**config.mk**
```make
export PLATFORM = sky130hd
export DESIGN_NAME = uart_tx_arbiter
export DESIGN_NICKNAME = d
export VERILOG_FILES = /design/src/rtl/tx_arb_pkg.sv /design/src/rtl/sync_fifo.sv /design/src/rtl/uart_tx_arbiter.sv
export SDC_FILE = /design/constraint.sdc
export NUM_CORES = 1
export LEC_CHECK = 0
export CAP_MARGIN = 20
export CORE_MARGIN = 4
export CORE_UTILIZATION = 46
export DETAILED_ROUTE_END_ITERATION = 16
export PLACE_DENSITY = 0.65
export RECOVER_POWER = 25
export SYNTH_ARGS = -nofsm -noshare
export SYNTH_HDL_FRONTEND = slang
export SYNTH_SLANG_ARGS = --single-unit
export TNS_END_PERCENT = 20
```
**constraint.sdc**
```tcl
create_clock -name clk -period 5.02 [get_ports clk]
set_input_delay 1.255 -clock clk [delete_from_list [all_inputs] [get_ports clk]]
set_output_delay 1.255 -clock clk [all_outputs]
set_load 0.005 [all_outputs]
```
**src/rtl/tx_arb_pkg.sv**
```systemverilog
// Shared types and constants for the UART transmit arbiter: sender states,
// frame tags and the queue entry width.
package tx_arb_pkg;

  typedef enum logic [1:0] {
    ST_IDLE      = 2'd0,
    ST_WAIT_FREE = 2'd1,
    ST_SEND      = 2'd2,
    ST_WAIT_DONE = 2'd3
  } tx_state_t;

  localparam logic TAG_RF  = 1'b0;
  localparam logic TAG_ALU = 1'b1;

  // Entry = {tag, two data bytes}; RF frames leave the upper byte zero.
  function automatic int entry_width(input int data_width);
    return 2 * data_width + 1;
  endfunction

endpackage

```
**src/rtl/sync_fifo.sv**
```systemverilog
// Synchronous FIFO with two write ports so a pair of frames can be queued in
// one cycle. Full/empty are registered from the next-state occupancy.
module sync_fifo #(
  parameter int WIDTH = 17,
  parameter int DEPTH = 4
) (
  input  logic                       clk,
  input  logic                       reset,
  input  logic                       push0,
  input  logic [WIDTH-1:0]           push0_data,
  input  logic                       push1,
  input  logic [WIDTH-1:0]           push1_data,
  input  logic                       pop,
  output logic [WIDTH-1:0]           head_data,
  output logic                       full,
  output logic                       empty,
  output logic [$clog2(DEPTH):0]     count
);

  localparam int AW = $clog2(DEPTH);
  localparam int CW = AW + 1;

  logic [WIDTH-1:0] mem [DEPTH];
  logic [AW-1:0]    wr_ptr_reg, wr_ptr_next, rd_ptr_reg, rd_ptr_next;
  logic [AW-1:0]    wr_ptr1;
  logic [CW-1:0]    count_reg, count_next;
  logic             full_reg, empty_reg;
  logic             pop_ok;

  // The caller guarantees capacity for pushes; pops on an empty queue are ignored.
  assign pop_ok      = pop && !empty_reg;
  assign wr_ptr1     = wr_ptr_reg + AW'(push0);
  assign wr_ptr_next = wr_ptr_reg + AW'(push0) + AW'(push1);
  assign rd_ptr_next = rd_ptr_reg + AW'(pop_ok);
  assign count_next  = count_reg + CW'(push0) + CW'(push1) - CW'(pop_ok);

  always_ff @(posedge clk) begin
    if (push0) mem[wr_ptr_reg] <= push0_data;
    if (push1) mem[wr_ptr1]    <= push1_data;
  end

  always_ff @(posedge clk) begin
    if (reset) begin
      wr_ptr_reg <= '0;
      rd_ptr_reg <= '0;
      count_reg  <= '0;
      full_reg   <= 1'b0;
      empty_reg  <= 1'b1;
    end else begin
      wr_ptr_reg <= wr_ptr_next;
      rd_ptr_reg <= rd_ptr_next;
      count_reg  <= count_next;
      full_reg   <= (count_next == CW'(DEPTH));
      empty_reg  <= (count_next == '0);
    end
  end

  assign head_data = mem[rd_ptr_reg];
  assign full      = full_reg;
  assign empty     = empty_reg;
  assign count     = count_reg;

endmodule

```
**src/rtl/uart_tx_arbiter.sv**
```systemverilog
// Queues RF (1-byte) and ALU (2-byte) result frames and feeds them byte by
// byte into UART_TX via the Busy handshake, abandoning a frame on a lost ack.
module uart_tx_arbiter
  import tx_arb_pkg::*;
#(
  parameter int DATA_WIDTH  = 8,
  parameter int FIFO_DEPTH  = 4,
  parameter int ACK_TIMEOUT = 255
) (
  input  logic                    clk,
  input  logic                    reset,
  input  logic [DATA_WIDTH-1:0]   RdData,
  input  logic                    RdData_Valid,
  input  logic [2*DATA_WIDTH-1:0] ALU_OUT,
  input  logic                    OUT_VALID,
  input  logic                    Busy,
  output logic [DATA_WIDTH-1:0]   TX_P_DATA,
  output logic                    TX_D_VLD,
  output logic                    Fifo_Full,
  output logic                    Overflow,
  output logic                    Ack_Timeout
);

  localparam int EW = entry_width(DATA_WIDTH);
  localparam int CW = $clog2(FIFO_DEPTH) + 1;
  localparam int TW = $clog2(ACK_TIMEOUT + 1);

  logic [EW-1:0]  rf_entry, alu_entry;
  logic [EW-1:0]  push0_data, push1_data, fifo_head;
  logic           push0, push1, fifo_pop;
  logic           fifo_full, fifo_empty;
  logic [CW-1:0]  fifo_count, free_slots;
  logic           drop;

  tx_state_t               state_reg, state_next;
  logic [EW-1:0]           frame_reg, frame_next;
  logic                    byte_idx_reg, byte_idx_next;
  logic [DATA_WIDTH-1:0]   tx_data_reg, tx_data_next;
  logic                    tx_vld_reg, tx_vld_next;
  logic [TW-1:0]           to_cnt_reg, to_cnt_next, to_cnt_inc;
  logic                    ack_to_reg, ack_to_next;
  logic                    ovf_reg;
  logic [DATA_WIDTH-1:0]   cur_byte;

  assign rf_entry   = {TAG_RF, {DATA_WIDTH{1'b0}}, RdData};
  assign alu_entry  = {TAG_ALU, ALU_OUT};
  assign free_slots = CW'(FIFO_DEPTH) - fifo_count;

  // Slot decisions use the pre-edge occupancy, so a pop this cycle never makes room.
  always_comb begin
    push0      = 1'b0;
    push1      = 1'b0;
    push0_data = rf_entry;
    push1_data = alu_entry;
    drop       = 1'b0;
    if (RdData_Valid && OUT_VALID) begin
      if (free_slots >= CW'(2)) begin
        push0 = 1'b1;
        push1 = 1'b1;
      end else if (free_slots == CW'(1)) begin
        push0 = 1'b1;
        drop  = 1'b1;
      end else begin
        drop  = 1'b1;
      end
    end else if (RdData_Valid) begin
      if (!fifo_full) push0 = 1'b1;
      else            drop  = 1'b1;
    end else if (OUT_VALID) begin
      push0_data = alu_entry;
      if (!fifo_full) push0 = 1'b1;
      else            drop  = 1'b1;
    end
  end

  sync_fifo #(
    .WIDTH (EW),
    .DEPTH (FIFO_DEPTH)
  ) u_fifo (
    .clk        (clk),
    .reset      (reset),
    .push0      (push0),
    .push0_data (push0_data),
    .push1      (push1),
    .push1_data (push1_data),
    .pop        (fifo_pop),
    .head_data  (fifo_head),
    .full       (fifo_full),
    .empty      (fifo_empty),
    .count      (fifo_count)
  );

  // ALU frames go out low byte first.
  assign cur_byte   = byte_idx_reg ? frame_reg[2*DATA_WIDTH-1:DATA_WIDTH]
                                   : frame_reg[DATA_WIDTH-1:0];
  assign to_cnt_inc = to_cnt_reg + TW'(1);

  always_comb begin
    state_next    = state_reg;
    frame_next    = frame_reg;
    byte_idx_next = byte_idx_reg;
    tx_data_next  = tx_data_reg;
    tx_vld_next   = tx_vld_reg;
    to_cnt_next   = to_cnt_reg;
    ack_to_next   = 1'b0;
    fifo_pop      = 1'b0;
    case (state_reg)
      ST_IDLE: begin
        if (!fifo_empty) begin
          fifo_pop      = 1'b1;
          frame_next    = fifo_head;
          byte_idx_next = 1'b0;
          state_next    = ST_WAIT_FREE;
        end
      end
      ST_WAIT_FREE: begin
        if (!Busy) begin
          tx_data_next = cur_byte;
          tx_vld_next  = 1'b1;
          to_cnt_next  = '0;
          state_next   = ST_SEND;
        end
      end
      ST_SEND: begin
        if (Busy) begin
          tx_vld_next = 1'b0;
          state_next  = ST_WAIT_DONE;
        end else begin
          to_cnt_next = to_cnt_inc;
          // Ack never came: drop whatever is left of this frame.
          if (to_cnt_inc == TW'(ACK_TIMEOUT)) begin
            tx_vld_next = 1'b0;
            ack_to_next = 1'b1;
            state_next  = ST_IDLE;
          end
        end
      end
      ST_WAIT_DONE: begin
        if (!Busy) begin
          if (frame_reg[EW-1] == TAG_ALU && !byte_idx_reg) begin
            byte_idx_next = 1'b1;
            state_next    = ST_WAIT_FREE;
          end else begin
            state_next    = ST_IDLE;
          end
        end
      end
      default: state_next = ST_IDLE;
    endcase
  end

  always_ff @(posedge clk) begin
    if (reset) begin
      state_reg    <= ST_IDLE;
      frame_reg    <= '0;
      byte_idx_reg <= 1'b0;
      tx_data_reg  <= '0;
      tx_vld_reg   <= 1'b0;
      to_cnt_reg   <= '0;
      ack_to_reg   <= 1'b0;
      ovf_reg      <= 1'b0;
    end else begin
      state_reg    <= state_next;
      frame_reg    <= frame_next;
      byte_idx_reg <= byte_idx_next;
      tx_data_reg  <= tx_data_next;
      tx_vld_reg   <= tx_vld_next;
      to_cnt_reg   <= to_cnt_next;
      ack_to_reg   <= ack_to_next;
      ovf_reg      <= drop;
    end
  end

  assign TX_P_DATA   = tx_data_reg;
  assign TX_D_VLD    = tx_vld_reg;
  assign Fifo_Full   = fifo_full;
  assign Overflow    = ovf_reg;
  assign Ack_Timeout = ack_to_reg;

endmodule

```
==> results of run 1 <==
==> Yosys cell counts (all sizes together), types with 2 or more instances <==
cell type,count
a211oi,9
o31ai,3
or3,5
o2bb2ai,32
ha,9
nand4,3
and2,32
dfxtp,52
fa,2
nor2b,10
buf,11
nor3,7
clkbuf,16
nand2,59
a21o,6
o21ai,16
xnor2,7
edfxtp,64
o311ai,2
xor2,3
a21oi,31
o21a,3
nand2b,4
mux4,17
nor2,26
mux2i,8
and3,3
a21boi,3
nand3,7
inv,13
==> per-stage QoR <==
stage	hold slack (ps)	instances	setup slack, ps
after floorplan	420	472	1460
after CTS	450	667	1030
after global routing	471	667	839
after global placement	439	635	736
after detailed placement	436	635	617
final	450	667	1050
==> metal layers <==
| layer | vias up | global-route usage, % | part of all wire (%) |
|---|---|---|---|
| met4 | 0 | 6.57 | 0.83 |
| li1 | 1809 | - | - |
| met5 | - | 0 | 0 |
| met2 | 85 | 30.6 | 49 |
| met3 | 9 | 5.19 | 4.6 |
| met1 | 1766 | 22.8 | 45 |
==> worst max path at each step <==
stage,start,endpoint,slack [ps],cells after the start
final,OUT_VALID,u_fifo.mem[1][13],1050,9
after global routing,OUT_VALID,u_fifo.mem[1][13],840,9
after CTS,OUT_VALID,u_fifo.mem[1][13],1030,9
after detailed placement,OUT_VALID,u_fifo.mem[1][11],620,9
after global placement,OUT_VALID,u_fifo.mem[1][11],740,9
after floorplan,RdData_Valid,u_fifo.mem[2][0],1460,8
==> layout make-up <==
| type | instances | area (µm²) | share of cell area, % |
|---|---|---|---|
| clock buffers | 17 | 425 | 6.44 |
| inverters | 14 | 52.6 | 0.796 |
| multi-input cells | 315 | 2310 | 34.9 |
| well taps | 143 | 179 | 2.71 |
| clock inverters | 15 | 226 | 3.43 |
| repair buffers | 47 | 449 | 6.80 |
| flip-flops and latches | 116 | 2960 | 44.9 |
==> power breakdown <==
part	leakage [µW]	switching, µW	internal (µW)
Clock	0.000314	446	886
Combinational	0.00102	708	523
Sequential	0.00104	149	1390
Total	0.00238	1300	2800
==> cells by family (layout without fill, tap and decap cells) <==
group | count (synthesis) | in the layout | share of synthesized area, %
AND/OR/NAND/NOR | 161 | 161 | 15.3
flip-flops | 116 | 116 | 54.2
adder cells (fa/ha/maj) | 12 | 12 | 3.00
multiplexers | 25 | 25 | 8.47
AO/OA/AOI/OAI | 107 | 107 | 13.8
buffers and inverters | 41 | 93 | 3.59
XOR/XNOR | 10 | 10 | 1.60
==> worst reg2reg max path, cell delays in order, from the launching register on <==
cell	delay, ps
dfxtp_1	780
or3_1	600
clkinv_1	230
ha_1	340
fa_1	170
inv_1	50
fa_1	380
xnor2_1	200
xnor2_1	130
nor2_1	70
and3_1	290
==> summary.txt, run 1 <==
status - finished with violations
failing checks - max-capacitance violations, max-slew violations
number of I/O pins - 41
most frequent cells in the layout - edfxtp_1, nand2_1, dfxtp_1, and2_1, o2bb2ai_1
syn avg cell area - 11.6 µm²
Synth Flop Type - edfxtp_1
MaxCap Viol Count - 1
initial antenna violation count - 0
worst hold path depth - 1
register area share after synthesis - 54.2%
R2R Path Start - state_reg[1]
Syn Inst Count - 472
vias in the first global route - 3658
largest net degree at the start of global routing - 48
post-cts hold buffer count - 0
port buffer count - 40
drt first pass iters - 4
design area - 0.00660 mm²
Detail Placement HPWL - 7.28 mm
CTS tree - done
Hold Fails Final Rpt - 0
Crit path top cell by count - inv_1
P_leak - 0.00238 µW
drt drc - 0
share of layout cells above drive strength 1 - 13.0%
clock buffer depth - 2
Async SR Flop Fraction - 0%
CP Launch Type - input pin
Final Util - 57.3%
Post-synth EDFFs - 64
Fillers - 965
Clock Latency Late Sink - 410 ps
post-synth net total - 512
ANT cells - 0
Tmin final - 3970 ps
CTS Buf Count - 17
first-pass GRT wire length - 18.7 mm
# rows - 39
Congestion Overflow GR - 0
Yosys top cell area share - 35.2%
Via Count - 3669
reg2reg setup slack - 1670 ps
Worst Path Buf+Inv - 3
Initial Utilization - 47.5%
PwrDens - 621 mW/mm²
Placed Area - 0.00595 mm²
Final ANT Viol Nets - 0
Reg clk slew, reported paths - 60 ps
worst-path maximum fanout - 16
nets - 551
Netlist Area Pre-Place - 0.00547 mm²
Largest register FFs - 68
average wire per standard cell - 17.2 µm
initial detailed-routing violation count - 302
worst r2r path cells - 10
GRT Overall Usage - 18.3%
Final Wtd Congestion - 0.830
final slew viol count - 48
Worst-Margin Slew - 2080 ps
RSZ-0062 raised after global routing - no
Worst R2R End - u_fifo.full
worst min-delay path class - flop to flop
Ys Warns - 0
final period utilization - 79.1%
Tot Pwr - 4100 µW
Slew headroom - -38.7%
Sink Count - 116
largest cells by area after synthesis - edfxtp_1, dfxtp_1, mux4_2
Top delay family on crit path - simple AND/OR/NAND/NOR gates
Worst Skew - 9.33 ps
area leader, netlist - edfxtp_1
post-CTS sizing - 0
Core ar. - 0.0115 mm²
Die W - 117 µm
CTS Root Cell - clkbuf_16
Final setup viols - 0
worst vdd ir - 0.000244 V
Hold Crit Endpoint - u_fifo.mem[2][16]
crit path cell chain - clkdlybuf4s50_1, inv_1, maj3_2, nor2_1, ha_1, xor2_1, inv_1, nand3_1, nand2_1
min-delay src - u_fifo.mem[2][16]
Fin Setup TNS - 0 ps
commonest non-fill, non-tap cell in the layout - edfxtp_1
synthesis-stage register bit count - 116
Worst Path Required - 4980 ps
Total Wirelength - 11.5 mm
vias per inst - 5.50
DIE AREA - 0.0137 mm²
setup bufs post-CTS - 0
FMAX - 252 MHz
Crit path largest cell delay - 570 ps
area grow syn2layout - 20.8%
Critical Path Sink Type - flop
critical path class - input pin to flop
post-synth cell types - 51
Slowest-stage cell, CP - clkdlybuf4s50_1
critical path arrival - 3930 ps
H-tree levels - 4
die outline height - 117 µm
(Power assumes the default switching activity.)
==> inputs of run 2 (changes only) <==
clock period = 3.8 ns   (was 5.02 ns; I/O delays follow)
==> run 2 against run 1 <==
  * The run still ends with max-capacitance violations, max-slew violations left
  * Core utilization is 0.13 points lower
  * Cell area is 0.23% lower
  * Critical endpoint is now u_fifo.mem[1][14]
  * Non-clock buffer count is 4 higher
  * Total power is 28% higher
  * Global-route usage is 0.39 points lower
==> summary.txt, run 2 (same netlist as run 1, synthesis figures left out) <==
average wire per standard cell - 17.0 µm (was 17.2 µm)
Placed Area - 0.00601 mm² (was 0.00595 mm²)
DIE AREA - 0.0137 mm² (unchanged)
share of layout cells above drive strength 1 - 13.3% (was 13.0%)
reg2reg setup slack - 610 ps (was 1670 ps)
clock buffer depth - 2 (unchanged)
crit path to - u_fifo.mem[1][14] (was u_fifo.mem[1][13])
dpl ws - 141 ps (was 617 ps)
Largest register FFs - 68 (unchanged)
crit path cell chain - clkdlybuf4s50_1, inv_1, maj3_2, nor2_1, ha_1, xor2_1, inv_1, nand3_1, o21ai_2, and2_1 (was clkdlybuf4s50_1, inv_1, maj3_2, nor2_1, ha_1, xor2_1, inv_1, nand3_1, nand2_1)
port buffer count - 40 (unchanged)
Internal - 3590 µW (was 2800 µW)
Worst Skew - 14.4 ps (was 9.33 ps)
worst-path maximum fanout - 17 (was 16)
Via Count - 3696 (was 3669)
post-CTS sizing - 0 (unchanged)
# rows - 39 (unchanged)
Worst Path Required - 3960 ps (was 4980 ps)
ANT cells - 0 (unchanged)
Clock Latency Late Sink - 410 ps (about the same)
Tmin final - 3290 ps
Worst R2R End - u_fifo.full (unchanged)
clock network power share - 29.3% (was 32.5%)
Setup WS post-layout - 515 ps (was 1050 ps)
worst min-delay path class - flop to flop (unchanged)
drt first pass iters - 4 (unchanged)
status - finished with violations (unchanged)
RSZ-0062 raised after global routing - no (unchanged)
Final setup viols - 0 (unchanged)
critical path class - input pin to flop (unchanged)
post-cts hold buffer count - 0 (unchanged)
Final ANT Viol Nets - 0 (unchanged)
Fin Setup TNS - 0 ps (unchanged)
design area - 0.00659 mm² (was 0.00660 mm²)
initial antenna violation count - 0 (unchanged)
number of I/O pins - 41 (unchanged)
Crit path largest cell delay - 580 ps (was 570 ps)
Total Wirelength - 11.4 mm (was 11.5 mm)
Congestion Overflow GR - 0 (unchanged)
final slew viol count - 48 (unchanged)
Die W - 117 µm (unchanged)
H-tree levels - 4 (unchanged)
Core ar. - 0.0115 mm² (unchanged)
Slew headroom - -41.3% (was -38.7%)
Combinational Power Share - 32.1% (was 30.0%)
Sink Count - 116 (unchanged)
Initial Utilization - 47.5% (unchanged)
FMAX - 304 MHz
CP Launch Type - input pin (unchanged)
critical path depth - 10 (was 9)
commonest non-fill, non-tap cell in the layout - edfxtp_1 (unchanged)
Reg clk slew, reported paths - 50 ps (was 60 ps)
CTS tree - done (unchanged)
vias in the first global route - 3634 (was 3658)
CTS Buf Count - 17 (unchanged)
Worst-Margin Slew - 2120 ps (was 2080 ps)
first-pass GRT wire length - 18.3 mm (was 18.7 mm)
GRT Overall Usage - 17.9% (was 18.3%)
R2R Path Start - state_reg[0] (was state_reg[1])
worst vdd ir - 0.000391 V (was 0.000244 V)
crit path from - OUT_VALID (unchanged)
Final Wtd Congestion - 0.873 (was 0.830)
most frequent cells in the layout - edfxtp_1, nand2_1, dfxtp_1, and2_1, o2bb2ai_1 (unchanged)
critical path arrival - 3440 ps (was 3930 ps)
final period utilization - 86.5%
MaxCap Viol Count - 1 (unchanged)
largest net degree at the start of global routing - 48 (unchanged)
initial detailed-routing violation count - 290 (was 302)
Tot Pwr - 5250 µW (was 4100 µW)
P_sw - 1660 µW (was 1300 µW)
Crit path top cell by count - inv_1 (unchanged)
PwrDens - 798 mW/mm² (was 621 mW/mm²)
Slowest-stage cell, CP - clkdlybuf4s50_1 (unchanged)
Sw Share - 31.6% (was 31.8%)
CTS Root Cell - clkbuf_16 (unchanged)
setup bufs post-CTS - 0 (unchanged)
nets - 555 (was 551)
Detail Placement HPWL - 7.29 mm (was 7.28 mm)
area grow syn2layout - 20.5% (was 20.8%)
die outline height - 117 µm (unchanged)
power share of the sequential group - 38.5% (was 37.5%)
Hold Fails Final Rpt - 0 (unchanged)
vias per inst - 5.51 (was 5.50)
Top delay family on crit path - buffers and inverters (was simple AND/OR/NAND/NOR gates)
Fillers - 978 (was 965)
Worst Path Buf+Inv - 3 (unchanged)
worst r2r path cells - 11 (was 10)
P_leak - 0.00238 µW (about the same)
Critical Path Sink Type - flop (unchanged)
failing checks - max-capacitance violations, max-slew violations (unchanged)
drt drc - 0 (unchanged)
==> run 2: routing by layer <==
metal | track usage (%) | vias to the layer above | wire (µm)
met5 | 0 | - | 0
met4 | 8.18 | 0 | 218
met3 | 4.58 | 20 | 422
met2 | 29.5 | 76 | 5660
met1 | 22.3 | 1778 | 5120
li1 | - | 1822 | -
==> run 2: worst min path at each step <==
| stage | from | cells after the start | to |
|---|---|---|---|
| 2_1_floorplan | u_fifo.mem[2][16] | 1 | u_fifo.mem[2][16] |
| 3_3_place_gp | u_fifo.mem[2][16] | 1 | u_fifo.mem[2][16] |
| 3_5_place_dp | u_fifo.mem[1][16] | 1 | u_fifo.mem[1][16] |
| 4_1_cts | u_fifo.mem[1][16] | 1 | u_fifo.mem[1][16] |
| 5_1_grt | frame_reg[10] | 2 | frame_reg[10] |
| 6_report | frame_reg[0] | 2 | frame_reg[0] |
==> run 2: area by class of cell <==
| class | instances | area, µm² | share of cell area, % |
|---|---|---|---|
| sequential | 116 | 2960 | 45.0 |
| multi-input combinational | 315 | 2310 | 35.0 |
| clock buffer | 28 | 537 | 8.15 |
| timing repair buffer | 51 | 504 | 7.66 |
| tap | 143 | 179 | 2.72 |
| inverter | 14 | 52.6 | 0.798 |
| clock inverter | 4 | 45.0 | 0.684 |
==> run 2: worst min-delay path, stage by stage, from the launching register on <==
cell and delay, ps:
dfxtp_1 300, nand2_1 50, a21oi_1 50
==> run 2: stage by stage <==
| stage | hold slack (ps) | utilization, % | std cells |
|---|---|---|---|
| final | 452 | 57.2 | 671 |
| after global routing | 470 | 57.2 | 671 |
| after CTS | 453 | 57.2 | 671 |
| after detailed placement | 441 | 52.2 | 639 |
| after global placement | 435 | 52.2 | 639 |
| after floorplan | 420 | - | 472 |
==> run 2: power groups by stage <==
stage	logic [µW]	clock network (µW)	registers (µW)
2_1_floorplan	1250	0	1960
3_3_place_gp	1690	0	2030
3_5_place_dp	1710	0	2050
4_1_cts	1720	1560	2030
5_1_grt	1880	1620	2060
6_report	1690	1540	2020
